===== config.mk =====
export PLATFORM = sky130hd
export DESIGN_NAME = pixel_column_adc_flat
export DESIGN_NICKNAME = d
export VERILOG_FILES = /design/src/rtl/pixel_column_adc_pkg.sv /design/src/rtl/pixel_column_adc_if.sv /design/src/rtl/pixel_column_adc_latch_bank.sv /design/src/rtl/pixel_column_adc.sv /design/src/flat_wrapper.sv
export SDC_FILE = /design/constraint.sdc
export NUM_CORES = 1
export LEC_CHECK = 0
export BUFFER_PORTS_ARGS = -buffer_cell sky130_fd_sc_hd__buf_2
export CAP_MARGIN = 5
export CORE_MARGIN = 5
export CORE_UTILIZATION = 55
export DETAILED_ROUTE_END_ITERATION = 10
export GPL_ROUTABILITY_DRIVEN = 0
export HOLD_SLACK_MARGIN = 0.03
export PLACE_DENSITY = 0.81
export SLEW_MARGIN = 40
export SYNTH_ARGS = -nofsm -noshare
export SYNTH_HDL_FRONTEND = slang
export SYNTH_SLANG_ARGS = --single-unit

===== constraint.sdc =====
create_clock -name clk_i -period 2.9 [get_ports clk_i]
set_clock_uncertainty 0.05 [all_clocks]
set_input_delay 0.145 -clock clk_i [delete_from_list [all_inputs] [get_ports clk_i]]
set_output_delay 0.145 -clock clk_i [all_outputs]
set_load 0.01 [all_outputs]

===== src/rtl/pixel_column_adc_pkg.sv =====
// Shared types and Gray/binary helpers for the pixel column ADC.
// Helpers work on a MAX_W-bit container; the width argument masks the result.
package pixel_adc_pkg;

  typedef enum logic [2:0] {
    IDLE,
    ERASE,
    EXPOSE,
    CONVERT,
    READOUT
  } state_t;

  localparam int MAX_W = 32;

  function automatic logic [MAX_W-1:0] width_mask(input int w);
    logic [MAX_W-1:0] m;
    if (w >= MAX_W) m = '1;
    else            m = (MAX_W'(1) << w) - MAX_W'(1);
    return m;
  endfunction

  function automatic logic [MAX_W-1:0] bin2gray(input logic [MAX_W-1:0] b, input int w);
    return (b ^ (b >> 1)) & width_mask(w);
  endfunction

  function automatic logic [MAX_W-1:0] gray2bin(input logic [MAX_W-1:0] g, input int w);
    logic [MAX_W-1:0] gm;
    logic [MAX_W-1:0] b;
    gm = g & width_mask(w);
    b[MAX_W-1] = gm[MAX_W-1];
    for (int i = MAX_W - 2; i >= 0; i--) begin
      b[i] = b[i+1] ^ gm[i];
    end
    return b;
  endfunction

endpackage


===== src/rtl/pixel_column_adc_if.sv =====
// Readout bus from the column ADC to the frame capture logic.
// Handshake: a word moves on a clock edge where dout_valid && dout_ready; while
// dout_valid is high and dout_ready low, dout/dout_idx/dout_sat hold, and
// dout_valid never drops without a transfer. All data fields are 0 when invalid.
interface pixel_column_adc_if #(
  parameter int WIDTH = 8,
  parameter int IDX_W = 2
);
  logic [WIDTH-1:0] dout;
  logic [IDX_W-1:0] dout_idx;
  logic             dout_sat;
  logic             dout_valid;
  logic             dout_ready;

  modport master (output dout, output dout_idx, output dout_sat, output dout_valid,
                  input dout_ready);
  modport slave  (input dout, input dout_idx, input dout_sat, input dout_valid,
                  output dout_ready);
endinterface


===== src/rtl/pixel_column_adc_latch_bank.sv =====
// Per-pixel code registers with latched/saturated flags sharing one ramp code.
// Next-state values are exported so readout can load the final codes on the last ramp edge.
module pixel_latch_bank #(
  parameter int               WIDTH    = 8,
  parameter int               N_PIX    = 4,
  parameter logic [WIDTH-1:0] SAT_CODE = '1
) (
  input  logic                         clk_i,
  input  logic                         rst_ni,
  input  logic                         clear_i,
  input  logic                         sample_i,
  input  logic                         finalize_i,
  input  logic [WIDTH-1:0]             code_i,
  input  logic [N_PIX-1:0]             cmp_i,
  output logic [N_PIX-1:0][WIDTH-1:0]  code_nxt_o,
  output logic [N_PIX-1:0]             sat_nxt_o
);

  logic [N_PIX-1:0][WIDTH-1:0] code_q, code_d;
  logic [N_PIX-1:0]            lat_q, lat_d;
  logic [N_PIX-1:0]            sat_q, sat_d;

  always_comb begin
    code_d = code_q;
    lat_d  = lat_q;
    sat_d  = sat_q;
    if (clear_i) begin
      code_d = '0;
      lat_d  = '0;
      sat_d  = '0;
    end else begin
      for (int i = 0; i < N_PIX; i++) begin
        if (sample_i && !lat_q[i] && cmp_i[i]) begin
          code_d[i] = code_i;
          lat_d[i]  = 1'b1;
        end
        // A pixel still unlatched after the final ramp step saturates.
        if (finalize_i && !lat_d[i]) begin
          code_d[i] = SAT_CODE;
          sat_d[i]  = 1'b1;
          lat_d[i]  = 1'b1;
        end
      end
    end
  end

  always_ff @(posedge clk_i or negedge rst_ni) begin
    if (!rst_ni) begin
      code_q <= '0;
      lat_q  <= '0;
      sat_q  <= '0;
    end else begin
      code_q <= code_d;
      lat_q  <= lat_d;
      sat_q  <= sat_d;
    end
  end

  assign code_nxt_o = code_d;
  assign sat_nxt_o  = sat_d;

endmodule


===== src/rtl/pixel_column_adc.sv =====
// Column ADC controller: erase, expose, shared-ramp conversion and readout of N_PIX pixels.
// Define PIXEL_GRAY_CODE_EN to drive a Gray-coded ramp; DOUT stays binary either way.
module pixel_column_adc
  import pixel_adc_pkg::*;
#(
  parameter int WIDTH     = 8,
  parameter int N_PIX     = 4,
  parameter int ERASE_CYC = 5,
  parameter int TEXP_W    = 16
) (
  input  logic                 clk_i,
  input  logic                 rst_ni,
  input  logic                 start_i,
  input  logic [TEXP_W-1:0]    expose_time_i,
  input  logic [N_PIX-1:0]     cmp_i,
  output logic                 erase_o,
  output logic                 expose_o,
  output logic                 ramp_en_o,
  output logic [WIDTH-1:0]     ramp_code_o,
  output logic                 busy_o,
  output logic                 frame_done_o,
  output state_t               state_o,
  pixel_column_adc_if.master   dout_bus
);

  localparam int IDX_W = (N_PIX > 1) ? $clog2(N_PIX) : 1;
  localparam logic [WIDTH-1:0] CODE_MAX = '1;
`ifdef PIXEL_GRAY_CODE_EN
  localparam logic [WIDTH-1:0] SAT_CODE = WIDTH'(1) << (WIDTH - 1);
`else
  localparam logic [WIDTH-1:0] SAT_CODE = '1;
`endif

  function automatic logic [WIDTH-1:0] enc_code(input logic [WIDTH-1:0] b);
`ifdef PIXEL_GRAY_CODE_EN
    return WIDTH'(bin2gray(MAX_W'(b), WIDTH));
`else
    return b;
`endif
  endfunction

  function automatic logic [WIDTH-1:0] dec_code(input logic [WIDTH-1:0] g);
`ifdef PIXEL_GRAY_CODE_EN
    return WIDTH'(gray2bin(MAX_W'(g), WIDTH));
`else
    return g;
`endif
  endfunction

  state_t                      state_q;
  logic                        pend_q;
  logic [TEXP_W-1:0]           texp_q, timer_q;
  logic [WIDTH-1:0]            cnt_q, cnt_inc, ramp_code_q, dout_q;
  logic [IDX_W-1:0]            idx_q, idx_inc;
  logic                        erase_q, expose_q, ramp_en_q, busy_q, frame_done_q;
  logic                        valid_q, sat_q;
  logic                        bank_clear, bank_sample, bank_final;
  logic [N_PIX-1:0][WIDTH-1:0] code_nxt;
  logic [N_PIX-1:0]            sat_nxt;

  assign cnt_inc     = cnt_q + WIDTH'(1);
  assign idx_inc     = idx_q + IDX_W'(1);
  assign bank_clear  = (state_q == ERASE);
  assign bank_sample = (state_q == CONVERT);
  assign bank_final  = (state_q == CONVERT) && (cnt_q == CODE_MAX);

  pixel_latch_bank #(
    .WIDTH    (WIDTH),
    .N_PIX    (N_PIX),
    .SAT_CODE (SAT_CODE)
  ) u_bank (
    .clk_i      (clk_i),
    .rst_ni     (rst_ni),
    .clear_i    (bank_clear),
    .sample_i   (bank_sample),
    .finalize_i (bank_final),
    .code_i     (ramp_code_q),
    .cmp_i      (cmp_i),
    .code_nxt_o (code_nxt),
    .sat_nxt_o  (sat_nxt)
  );

  always_ff @(posedge clk_i or negedge rst_ni) begin
    if (!rst_ni) begin
      state_q      <= IDLE;
      pend_q       <= 1'b0;
      texp_q       <= '0;
      timer_q      <= '0;
      cnt_q        <= '0;
      ramp_code_q  <= '0;
      idx_q        <= '0;
      dout_q       <= '0;
      sat_q        <= 1'b0;
      valid_q      <= 1'b0;
      erase_q      <= 1'b0;
      expose_q     <= 1'b0;
      ramp_en_q    <= 1'b0;
      busy_q       <= 1'b0;
      frame_done_q <= 1'b0;
    end else begin
      frame_done_q <= 1'b0;
      case (state_q)
        IDLE: begin
          // Accepted START spends one cycle here so ERASE begins on the following edge.
          if (pend_q) begin
            pend_q  <= 1'b0;
            state_q <= ERASE;
            erase_q <= 1'b1;
            busy_q  <= 1'b1;
            timer_q <= TEXP_W'(ERASE_CYC - 1);
          end else if (start_i) begin
            pend_q <= 1'b1;
            texp_q <= (expose_time_i == '0) ? TEXP_W'(1) : expose_time_i;
          end
        end
        ERASE: begin
          if (timer_q == '0) begin
            state_q  <= EXPOSE;
            erase_q  <= 1'b0;
            expose_q <= 1'b1;
            timer_q  <= texp_q - TEXP_W'(1);
          end else begin
            timer_q <= timer_q - TEXP_W'(1);
          end
        end
        EXPOSE: begin
          if (timer_q == '0) begin
            state_q     <= CONVERT;
            expose_q    <= 1'b0;
            ramp_en_q   <= 1'b1;
            cnt_q       <= '0;
            ramp_code_q <= '0;
          end else begin
            timer_q <= timer_q - TEXP_W'(1);
          end
        end
        CONVERT: begin
          if (cnt_q == CODE_MAX) begin
            state_q     <= READOUT;
            ramp_en_q   <= 1'b0;
            ramp_code_q <= '0;
            cnt_q       <= '0;
            idx_q       <= '0;
            valid_q     <= 1'b1;
            dout_q      <= dec_code(code_nxt[0]);
            sat_q       <= sat_nxt[0];
          end else begin
            cnt_q       <= cnt_inc;
            ramp_code_q <= enc_code(cnt_inc);
          end
        end
        READOUT: begin
          if (dout_bus.dout_ready) begin
            if (idx_q == IDX_W'(N_PIX - 1)) begin
              state_q      <= IDLE;
              valid_q      <= 1'b0;
              dout_q       <= '0;
              idx_q        <= '0;
              sat_q        <= 1'b0;
              busy_q       <= 1'b0;
              frame_done_q <= 1'b1;
            end else begin
              idx_q  <= idx_inc;
              dout_q <= dec_code(code_nxt[idx_inc]);
              sat_q  <= sat_nxt[idx_inc];
            end
          end
        end
        default: state_q <= IDLE;
      endcase
    end
  end

  assign erase_o             = erase_q;
  assign expose_o            = expose_q;
  assign ramp_en_o           = ramp_en_q;
  assign ramp_code_o         = ramp_code_q;
  assign busy_o              = busy_q;
  assign frame_done_o        = frame_done_q;
  assign state_o             = state_q;
  assign dout_bus.dout       = dout_q;
  assign dout_bus.dout_idx   = idx_q;
  assign dout_bus.dout_sat   = sat_q;
  assign dout_bus.dout_valid = valid_q;

endmodule

===== src/flat_wrapper.sv =====
// flat-port wrapper written by rule: the top's interface ports become plain ports
module pixel_column_adc_flat import pixel_adc_pkg::*;
#(
  parameter int WIDTH     = 8,
  parameter int N_PIX     = 4,
  parameter int ERASE_CYC = 5,
  parameter int TEXP_W    = 16
)
  (clk_i, rst_ni, start_i, expose_time_i, cmp_i, erase_o, expose_o, ramp_en_o, ramp_code_o, busy_o, frame_done_o, state_o, dout_bus_dout, dout_bus_dout_idx, dout_bus_dout_sat, dout_bus_dout_valid, dout_bus_dout_ready);
  pixel_column_adc_if #(.WIDTH(WIDTH)) dout_bus_i ();
  input  logic clk_i;
  input  logic rst_ni;
  input  logic start_i;
  input  logic [TEXP_W-1:0] expose_time_i;
  input  logic [N_PIX-1:0] cmp_i;
  output logic erase_o;
  output logic expose_o;
  output logic ramp_en_o;
  output logic [WIDTH-1:0] ramp_code_o;
  output logic busy_o;
  output logic frame_done_o;
  output state_t state_o;
  output wire logic [$bits(dout_bus_i.dout)-1:0] dout_bus_dout;
  output wire logic [$bits(dout_bus_i.dout_idx)-1:0] dout_bus_dout_idx;
  output wire logic [$bits(dout_bus_i.dout_sat)-1:0] dout_bus_dout_sat;
  output wire logic [$bits(dout_bus_i.dout_valid)-1:0] dout_bus_dout_valid;
  input wire logic [$bits(dout_bus_i.dout_ready)-1:0] dout_bus_dout_ready;
  assign dout_bus_dout = dout_bus_i.dout;
  assign dout_bus_dout_idx = dout_bus_i.dout_idx;
  assign dout_bus_dout_sat = dout_bus_i.dout_sat;
  assign dout_bus_dout_valid = dout_bus_i.dout_valid;
  assign dout_bus_i.dout_ready = dout_bus_dout_ready;
  pixel_column_adc #(.WIDTH(WIDTH), .N_PIX(N_PIX), .ERASE_CYC(ERASE_CYC), .TEXP_W(TEXP_W)) u_core (.clk_i(clk_i), .rst_ni(rst_ni), .start_i(start_i), .expose_time_i(expose_time_i), .cmp_i(cmp_i), .erase_o(erase_o), .expose_o(expose_o), .ramp_en_o(ramp_en_o), .ramp_code_o(ramp_code_o), .busy_o(busy_o), .frame_done_o(frame_done_o), .state_o(state_o), .dout_bus(dout_bus_i));
endmodule

**Word level (Yosys, flattened, before mapping)**

Index checks and enable logic that the tools add are counted.

- Logic and storage cells: 154
- Output and inout bits: 28
- Flip-flop bits (word level): 101

- Bitwise gates (word level): 1
- Reduce and logical (&&, ||, !) cells: 40
- Order comparisons: 1
- Multiplexer cells: 75
- Add/sub/neg operators: 4
- Eq/ne operators: 13

Operator list:

| kind | number |
|---|---|
| 2-to-1 mux 8 bit | 14 |
| 2-to-1 mux 16 bit | 4 |
| one-hot mux 16 bit (3 select lines) | 1 |
| logical NOT 16 bit | 2 |
| 2-to-1 mux 1 bit | 32 |
| 2-to-1 mux 32 bit | 1 |
| one-hot mux 8 bit (2 select lines) | 2 |
| subtractor 16 x 1 -> 16 bit, second input constant | 2 |
| 2-to-1 mux 3 bit | 6 |
| AND reduction 3 bit | 6 |
| binary-select mux 8 bit (select 2 bit) | 1 |
| one-hot mux 3 bit (5 select lines) | 1 |
| logical AND 1 bit | 13 |
| one-hot mux 1 bit (2 select lines) | 6 |
| nonzero test 2 bit | 5 |
| adder 8 x 1 -> 8 bit, second input constant | 1 |
| equality test 8 bit, second input constant | 1 |
| logical NOT 1 bit | 8 |
| 2-to-1 mux 4 bit | 2 |
| != test 2 x 1 -> 1 bit, second input constant | 4 |
| AND reduction 4 bit | 2 |
| equality test 3 x 2 -> 1 bit, second input constant | 2 |
| 2-to-1 mux 2 bit | 3 |
| != test 2 bit, second input constant | 3 |
| other kinds (12) | 12 |

**Longest topological paths before layout**

- Depth after elaboration: 14
- Gate-level depth with buffers: 10
- Gate-level depth less buffers: 8

**Cells and area by module**

A second synthesis with hierarchy kept.

- Cells, all modules: 472
- Area, all modules: 5213.8 µm²

By module, submodules not included:

| module | instances | cells each | area an instance (µm²) | sequential area each (µm²) |
|---|---|---|---|---|
| pixel_column_adc | 1 | 364 | 3604.7 | 1526.5 |
| pixel_latch_bank | 1 | 108 | 1609.0 | 1001.0 |

**Worst setup path after synthesis**

No wires, ideal clock.

- Kind: register to register
- Start: reg u_core.timer_q[0]
- End: reg u_core.timer_q[6]
- Stages on the path, launching flop included: 10
- Library setup time: 0.121 ns
- Path slack: 0.688 ns
- Arrival: 2.041 ns
- Path buffers: 1
- Path through: dfrtp_1 -> inv_1 -> ha_1 -> or4b_4 -> nor2b_4 -> nand2_4 -> a21oi_4 -> buf_6 -> o22ai_2 -> a22o_1

- Longest elaborated chain between the ends: 3
- Elaborated cells between the ends (all ways): 7

Ends and longest elaborated chain:

| element | RTL line | text |
|---|---|---|
| start, declared | pixel_column_adc.sv:52 | `logic [TEXP_W-1:0] texp_q, timer_q;` |
| start signal, assigned | pixel_column_adc.sv:110 | `timer_q <= TEXP_W'(ERASE_CYC - 1);` |
| start signal, assigned | pixel_column_adc.sv:121 | `timer_q <= texp_q - TEXP_W'(1);` |
| start signal, assigned | pixel_column_adc.sv:123 | `timer_q <= timer_q - TEXP_W'(1);` |
| subtractor 16 x 1 -> 16 bit / logical NOT 16 bit (equally long branches) | n/a |  |
| 2-to-1 mux 16 bit, or another cell as far along | pixel_column_adc.sv:127 | `if (timer_q == '0) begin` |
| one-hot mux 16 bit (3 select lines) / AND reduction 3 bit (equally long branches) | n/a |  |

Several ways; a longest one is shown, not always the timed one. The select of a mux whose other input is x is not followed.
A chain may end at the register's enable or synchronous reset.

**Worst setup path in the final report**

- Start: reg u_core.timer_q[1]
- End: reg u_core.timer_q[6]

Same word-level chain as after synthesis.

==> impl_results.md <==
- Max Buffers Root-to-Sink: 2
- Period utilization: 0.924
- Status: completed
- Initial antenna violation count: 0
- Sequential area share after synthesis: 0.452
- Synth cell types: 74
- Maximum vdd drop: 0.542 mV
- GRT overflow: 0
- Core area: 0.00982 mm^2
- Final Max Tran Viols: 0
- Area leader, netlist: dfrtp_1
- Finish-stage setup viols: 0
- Routed vias: 5165
- Arr. time, crit path: 2.90 ns
- NumNets Final: approximately 670
- Leading cell types in the layout, fill and taps excluded: dfrtp_1 (101), nand2_1 (65), buf_2 (50), a21oi_1 (44), nor2_1 (36)
- Maxcap violations: 0
- Fraction of registers with async set/reset: 1.00
- TNS Setup: 0 ns
- Initial core utilization: 0.569
- Final worst path period need: 2.68 ns
- Total CTS buffers: 9
- Dpl hpwl: 10500 um
- Vias in the first global route: 4924
- Die area: 0.0123 mm^2
- DRC viols: 0
- Via/cell ratio: 6.59
- Mapped cell area: 0.00559 mm^2
- Number of port buffers: 51
- Syn nets: 612
- Tightest Pin Transition: 0.800 ns
- Synthesized flop and latch total: 101
- # diodes: 0
- Critical path peak fanout: 17
- R2R depth: 8
- Wire per inst: 19.3 um
- Cell area power density: between 900 and 1000 mW/mm^2
- CTS tree: done
- Crit path from: u_core.timer_q[1]$_DFFE_PN0P_
- Die height: 111 um
- Share of layout cells above drive strength 1: 0.198
- Clk_lat worst skew: 0.39 ns
- Die W: 111 um
- First-pass GRT wire length: 25200 um
- Clock Root Buffer: clkbuf_8
- H-tree depth: 3
- Drt first pass iters: 5
- Slew margin rel.: 0.466
- Crit path to: u_core.timer_q[6]$_DFFE_PN0P_
- Share of the synthesized area in the top cell type: 0.452
- Syn Area/Cell: 9.57 um^2
- Largest net degree at the start of global routing: 58
- Final hold vios: 0
- CP required: 3.12 ns
- Fmax: approximately 370 MHz
- Clk slew on worst S/H paths: 0.11 ns
- Worst min path class: in -> reg
- Area Overhead vs Synth: 14.1%
- Post-synth EDFFs: 0
- CTS resizes: 0
- I/O pins: 52
- FP Rows: 36
- CP Launch Type: register
- Pleak: 0.00292 uW
- GRT Overall Usage: 0.251
- CP endpoint kind: register
- Clk sinks: 101
- Total power: between 6000 and 7000 uW
- YS warnings: 0
- R2r setup slk: between 0.2 and 0.25 ns
- Main synth FF type: dfrtp_1
- Worst Hold Launch: cmp_i[3]
- Reg-to-Reg End: u_core.timer_q[6]$_DFFE_PN0P_
- Commonest non-fill, non-tap cell in the layout: dfrtp_1
- Number of fill cells: about 800
- Initial drt markers: 656
- Reg2reg start: u_core.timer_q[1]$_DFFE_PN0P_
- WS Path Type: reg -> reg
- Cells taking the most area after synthesis: dfrtp_1 (45%), a22o_1 (5.2%), nand2_1 (4.4%)
- Wirelength, routed: 15100 um
- Antenna Nets Post-Route: 0
- RSZ-0062 raised after global routing: false
- Post-Syn Instances: 584
==> final cells by class <==
class,count,area [um^2],share of cell area
multi-input cells,427,2810,0.441
repair buffers,93,619,0.0972
clock inverters,6,62.6,0.00982
flip-flops and latches,101,2530,0.397
well taps,133,166,0.0261
clock buffers,10,138,0.0216
inverters,14,52.6,0.00824
==> kinds of logic (layout without fill, tap and decap cells) <==
family	after synthesis	count (layout)	synth area share
simple gates	188	188	0.180
buf+inv	56	123	0.0461
mux	15	15	0.0302
compound gates	206	206	0.260
fa+ha+maj	4	4	0.00896
flops	101	101	0.452
xor+xnor	14	14	0.0219
==> sequential cells by signal, summed over array words and instances (netlist names), 2 cells and up <==
| register | count |
|---|---|
| u_core.dout_bus.dout_idx | 2 |
| u_core.u_bank.sat_q | 4 |
| u_core.u_bank.code_q | 32 |
| u_core.state_o | 3 |
| u_core.u_bank.lat_q | 4 |
| u_core.texp_q | 16 |
| u_core.timer_q | 16 |
| u_core.dout_bus.dout | 8 |
| u_core.cnt_q | 8 |
==> per-layer routing <==
metal  vias to the layer above  track usage  part of all wire
met3                        46       0.0529              0.10
li1                       2311            -                 -
met5                         -            0                 0
met2                       327        0.363              0.44
met1                      2481        0.371              0.44
met4                         0       0.0920             0.025
==> Yosys cell counts (all sizes together) (2+ instances only) <==
library cell	count
o22ai	10
and2	6
a221o	7
a222oi	7
o31ai	6
and3	3
a31oi	5
nor3	13
nor4bb	3
or3	8
o2bb2ai	3
or4b	3
nand2b	9
a22o	33
xnor2	11
a211oi	2
xor2	3
nor4	11
nand3	11
o21ai	39
a21oi	47
nand2	66
or4	5
ha	4
mux2	15
a31o	2
o211ai	3
dfrtp	101
nor2	37
a22oi	26
o21a	2
buf	27
clkbuf	15
inv	14
nor2b	4
==> how the worst min path moves through the flow <==
stage | endpoint | slack, ns | depth (start not counted)
global placement | u_core.timer_q[14]$_DFFE_PN0P_ | 0.21 | 1
detailed placement | u_core.timer_q[9]$_DFFE_PN0P_ | 0.20 | 1
floorplan | u_core.busy_o$_DFFE_PN0P_ | -0.20 | 0
CTS | u_core.u_bank.lat_q[1]$_DFF_PN0_ | 0.05 | 3
finish | u_core.u_bank.lat_q[3]$_DFF_PN0_ | 0.06 | 3
global route | u_core.u_bank.lat_q[1]$_DFF_PN0_ | 0.06 | 3
==> stage by stage <==
stage                     setup WS [ns]  area (um^2)   util  hold WS [ns]  std cells
after floorplan                   0.688         5590      -        -0.201        584
after global placement            0.394         5990  0.610         0.208        751
after detailed placement          0.275         5990  0.610         0.203        751
after CTS                         0.259         6360  0.648        0.0543        784
after global routing              0.108         6370  0.649        0.0556        784
final                             0.221         6370  0.649        0.0632        784
==> critical path: stages (launching register included) <==
cell and delay [ns]:
dfrtp_1 0.44, inv_1 0.09, ha_1 0.24, or4b_4 0.55, nor2b_4 0.24, nand2_4 0.19
a21oi_4 0.37, o21ai_0 0.18, a22o_1 0.23
==> power breakdown <==
group	total, uW	internal (uW)	switching, uW
clock	933	422	512
sequential	2180	1780	404
combinational	3020	1180	1840
total	6130	3370	2760
==> repair_timing <==
item | in CTS | in global routing
endpoints found under the hold margin | 71 | 0
hold buffers | 17 | 0
buffers inserted | 0 | 0
Power figures use the tool's default switching activity.
